--- src/rtl/io_port.sv ---
// rtl/io_port.sv - memory-mapped I/O responder: 4-entry transmit FIFO plus optional down-counter timer
// Optional timer is built only when IO_PORT_TIMER_EN is defined.
module io_port #(
  parameter logic [15:0] BASE = 16'hFFF0
) (
  input  logic        CLK,
  input  logic        R,
  input  logic [15:0] Address,
  input  logic        WE,
  input  logic [7:0]  DataIn,
  output logic [7:0]  DataOut,
  output logic        SEL,
  output logic [7:0]  tx_data,
  output logic        tx_valid,
  input  logic        tx_ready,
  output logic        irq
);

  logic [1:0] off;
  logic       wr;
  logic [7:0] mem [4];
  logic [1:0] wp;
  logic [1:0] rp;
  logic [2:0] cnt;
  logic       ovf;
  logic       full;
  logic       empty;
  logic       pop;
  logic       push_req;
  logic       push;
  logic       exp_flag;
  logic [7:0] rdata;

  assign SEL      = (Address[15:2] == BASE[15:2]);
  assign off      = Address[1:0];
  assign wr       = WE && SEL;
  assign empty    = (cnt == 3'd0);
  assign full     = (cnt == 3'd4);
  assign tx_valid = !empty;
  assign tx_data  = empty ? 8'h00 : mem[rp];
  assign pop      = tx_valid && tx_ready;
  assign push_req = wr && (off == 2'd0);
  // A full FIFO still accepts a push when the head leaves on the same edge.
  assign push     = push_req && (!full || pop);

  always_ff @(posedge CLK) begin
    if (push) mem[wp] <= DataIn;
  end

  always_ff @(posedge CLK or posedge R) begin
    if (R) begin
      wp  <= 2'd0;
      rp  <= 2'd0;
      cnt <= 3'd0;
      ovf <= 1'b0;
    end else begin
      if (push) wp <= wp + 2'd1;
      if (pop)  rp <= rp + 2'd1;
      if (push && !pop)      cnt <= cnt + 3'd1;
      else if (pop && !push) cnt <= cnt - 3'd1;
      if (push_req && !push)                      ovf <= 1'b1;
      else if (wr && off == 2'd1 && DataIn[2])    ovf <= 1'b0;
    end
  end

`ifdef IO_PORT_TIMER_EN
  logic [7:0] count;
  logic [7:0] reload;
  logic       en;
  logic       auto_rl;
  logic       exp_q;

  always_ff @(posedge CLK or posedge R) begin
    if (R) begin
      count   <= 8'h00;
      reload  <= 8'h00;
      en      <= 1'b0;
      auto_rl <= 1'b0;
      exp_q   <= 1'b0;
    end else begin
      if (wr && off == 2'd3) {auto_rl, en} <= DataIn[1:0];
      if (wr && off == 2'd1 && DataIn[3]) exp_q <= 1'b0;
      if (wr && off == 2'd2) begin
        count  <= DataIn;
        reload <= DataIn;
      end else if (en && count > 8'd1) begin
        count <= count - 8'd1;
      end else if (en && count == 8'd1) begin
        // Later assignment lets expiry beat a coincident clear.
        exp_q <= 1'b1;
        count <= auto_rl ? reload : 8'h00;
      end
    end
  end

  assign exp_flag = exp_q;
`else
  assign exp_flag = 1'b0;
`endif

  assign irq = exp_flag;

  always_comb begin
    rdata = 8'h00;
    case (off)
      2'd0: rdata = tx_data;
      2'd1: rdata = {1'b0, cnt, exp_flag, ovf, full, empty};
`ifdef IO_PORT_TIMER_EN
      2'd2: rdata = count;
      2'd3: rdata = {6'b0, auto_rl, en};
`endif
      default: rdata = 8'h00;
    endcase
  end

  assign DataOut = SEL ? rdata : 8'h00;

endmodule

--- config.mk ---
export PLATFORM = sky130hd
export DESIGN_NAME = io_port
export DESIGN_NICKNAME = d
export VERILOG_FILES = /design/src/rtl/io_port.sv
export SDC_FILE = /design/constraint.sdc
export NUM_CORES = 1
export LEC_CHECK = 0
export ABC_CLOCK_PERIOD_IN_PS = 4200
export BUFFER_PORTS_ARGS = -buffer_cell sky130_fd_sc_hd__buf_4
export CAP_MARGIN = 20
export CORE_ASPECT_RATIO = 1.2
export CORE_MARGIN = 1.5
export CORE_UTILIZATION = 50
export DETAILED_ROUTE_END_ITERATION = 12
export PLACE_DENSITY = 0.76
export SYNTH_ARGS = -nofsm -noshare
export SYNTH_HDL_FRONTEND = slang
export SYNTH_SLANG_ARGS = --single-unit
--- constraint.sdc ---
create_clock -name CLK -period 4.2 [get_ports CLK]
set_clock_uncertainty 0.2 [all_clocks]
set_input_delay 0.42 -clock CLK [delete_from_list [all_inputs] [get_ports CLK]]
set_output_delay 0.42 -clock CLK [all_outputs]
set_load 0.01 [all_outputs]
==> impl_metrics.env <==
export IMPL_wirelength_mm=3.43
export IMPL_drt_iter0_drc=37
export IMPL_syn_area_per_cell_um2=16.1
export IMPL_yosysUniqueCellTypes=32
export IMPL_cp_start_kind="register"
export IMPL_syn_instance_count=115
export IMPL_total_power_mw=1.18
export IMPL_hold_path_startpoint="DataIn[1]"
export IMPL_layout_drive_gt1_share=0.394
export IMPL_dieArea_mm2=0.00408
export IMPL_crit_required_ps=3580
export IMPL_post_route_drc_count=0
export IMPL_slowest_stage="dfrtp_1"
export IMPL_fmax_ghz=0.361
export IMPL_ys_seq_area_frac=0.626
export IMPL_cts_tree="built"
export IMPL_status="complete, no violations"
export IMPL_slew_viol_final=0
export IMPL_p_leak_nw=0.898
export IMPL_dp_cells=195
export IMPL_ir_drop_mv=0.269
export IMPL_synth_warnings=0
export IMPL_hold_violations=0
export IMPL_htreeDepth=2
export IMPL_start_util=0.515
export IMPL_place_port_buffers=45
export IMPL_final_core_util=0.650
export IMPL_routed_via_density=5.56
export IMPL_nFillCells=272
export IMPL_finalSetupViolations=0
export IMPL_grt_max_degree=14
export IMPL_fin_setup_tns_ps=0
export IMPL_maxCapViolCount=0
export IMPL_nets=198
export IMPL_worst_path_max_fanout=10
export IMPL_cpPeakStageDelay_ps=710
export IMPL_critPathKind="register to output port"
export IMPL_drt_first_pass_iters=4
export IMPL_num_rows=24
export IMPL_grt_overflow_total=0
export IMPL_period_share=0.660
export IMPL_cts_buffers=5
export IMPL_worstSetupEndpointType="output port"
export IMPL_io_pins=47
export IMPL_tightest_slew_ps=954
export IMPL_antennaDiodeCount=0
export IMPL_path_cells="mux4_2 > and2_1 > a22o_1 > buf_4"
export IMPL_antenna_found_initial=0
export IMPL_crit_start="rp[0]$_DFFE_PP0P_"
export IMPL_cts_root_buffer="clkbuf_8"
export IMPL_path_clk_slew_ps=80
export IMPL_wire_per_inst_um=16.8
export IMPL_period_needed_ps=2770
export IMPL_r2r_start="cnt[1]$_DFFE_PP0P_"
export IMPL_syn_nets=149
export IMPL_die_height_um=69.7
export IMPL_syn_area_mm2=0.00185
export IMPL_via_count=1134
export IMPL_area_delta_synth_final_pct=26.3
export IMPL_powerDensity_mw_per_mm2=506
export IMPL_fp_dieW_um=58.6
export IMPL_clock_latency_ps=300
export IMPL_grt_usage=0.181
export IMPL_hpwl_mm=2.47
export IMPL_clk_path_buf_depth=2
export IMPL_rsz0062_at_grt="no"
export IMPL_hold_ws_ps=117
export IMPL_worstPathArrival_ps=2150
export IMPL_grt_pass1_wl_mm=5.23
export IMPL_stdcell_count=204
export IMPL_core_mm2=0.00360
export IMPL_max_slew_margin_rel=0.358
export IMPL_hold_path_class="primary input to register"
export IMPL_grt_pass1_vias=1105
export IMPL_place_congestion=0.878
export IMPL_ant_nets=0
export IMPL_ys_ff_latch=40
export IMPL_cts_sinks=40
[report_power, final]
part	internal [mW]	leakage (nW)	switching (mW)
clock	0.176	0.0541	0.132
combinational	0.211	0.461	0.140
sequential	0.453	0.383	0.0724
total	0.840	0.898	0.345
[metrics by stage]
step | setup slack, ps | cell area (µm²)
global route | 1270 | 2340
floorplan | 1480 | 1850
CTS | 1380 | 2340
finish | 1430 | 2340
global placement | 1290 | 2220
detailed placement | 1240 | 2220
[metal layers]
| layer | up-vias | GRT usage | wire length (µm) |
|---|---|---|---|
| met2 | 51 | 0.306 | 1770 |
| met4 | 0 | 0.0758 | 60 |
| met1 | 550 | 0.205 | 1350 |
| met3 | 5 | 0.0634 | 262 |
| met5 | - | 0 | 0 |
| li1 | 528 | - | - |
[cell families (layout without fill, tap and decap cells)]
| family | after synthesis | count (layout) | share of synthesized area |
|---|---|---|---|
| compound gates | 6 | 6 | 0.0263 |
| buf+inv | 9 | 59 | 0.0209 |
| mux | 11 | 11 | 0.115 |
| fa+ha+maj | 6 | 6 | 0.0445 |
| xor+xnor | 6 | 6 | 0.0283 |
| simple gates | 36 | 36 | 0.137 |
| flops | 40 | 40 | 0.626 |
| other cells | 1 | 1 | 0.00202 |
[final timing paths]
check | cells past startpoint | slack [ps] | endpoint
worst max-delay path | 4 | 1430 | DataOut[6]
min in group asynchronous | 3 | 430 | rp[0]$_DFFE_PP0P_
worst min-delay path | 1 | 120 | mem[3][1]$_DFFE_PP_
worst max register to register | 9 | 1680 | cnt[2]$_DFFE_PP0P_
worst min register to register | 1 | 300 | ovf$_DFFE_PP0P_
max in group asynchronous | 3 | 3120 | wp[1]$_DFFE_PP0P_
[critical path: cells and delay by family, from the launching register on]
| kind | cells | cell delay (ps) |
|---|---|---|
| flops | 1 | 710 |
| simple gates | 1 | 200 |
| compound gates | 1 | 210 |
| buf+inv | 1 | 140 |
| mux | 1 | 580 |
[registers in the layout, summed over array words and instances, names as in the netlist]
register,flops
rp,2
wp,2
mem,32
cnt,3
ovf,1
[cell type report]
type	count	area (µm²)	share of cell area
clock buffer	5	68.8	0.0294
clock inverter	3	42.5	0.0182
inverter	5	18.8	0.00801
multi-input combinational	66	654	0.279
sequential	40	1160	0.496
tap	39	48.8	0.0208
timing repair buffer	46	348	0.149
[cell usage after synthesis (all sizes together)]
library cell / instances / area [µm²]
a21oi: 1 / 5.00
a22o: 4 / 35.0
and2: 14 / 87.6
buf: 2 / 12.5
clkbuf: 2 / 7.51
conb: 1 / 3.75
dfrtp: 8 / 200
edfxtp: 32 / 961
fa: 1 / 20.0
ha: 5 / 62.6
inv: 5 / 18.8
mux2: 2 / 22.5
mux2i: 1 / 10.0
mux4: 8 / 180
nand2: 5 / 18.8
nand3: 2 / 10.0
nand4: 2 / 12.5
nand4b: 1 / 8.76
nand4bb: 2 / 38.8
nor2: 2 / 7.51
nor3: 1 / 5.00
nor3b: 2 / 26.3
nor4: 3 / 18.8
nor4b: 1 / 8.76
o2bb2ai: 1 / 8.76
or4: 1 / 11.3
xnor2: 4 / 35.0
xor2: 2 / 17.5
[cells in the final DEF, fill, tap and decap left out, types with 3 or more instances in the layout]
cell      count
inv_1         5
ha_1          5
a22o_1        4
buf_4        45
dfrtp_1       8
edfxtp_1     32
nand2_1       5
nor4_1        3
clkbuf_8      5
and2_1       14
xnor2_1       4
mux4_2        8
[what timing repair did]
action                                 CTS  global route
endpoints found under the hold margin    8             0
hold buffers                             1             0
buffers inserted                         0             0
resized for setup                        0             0
(Power assumes the default switching activity.)
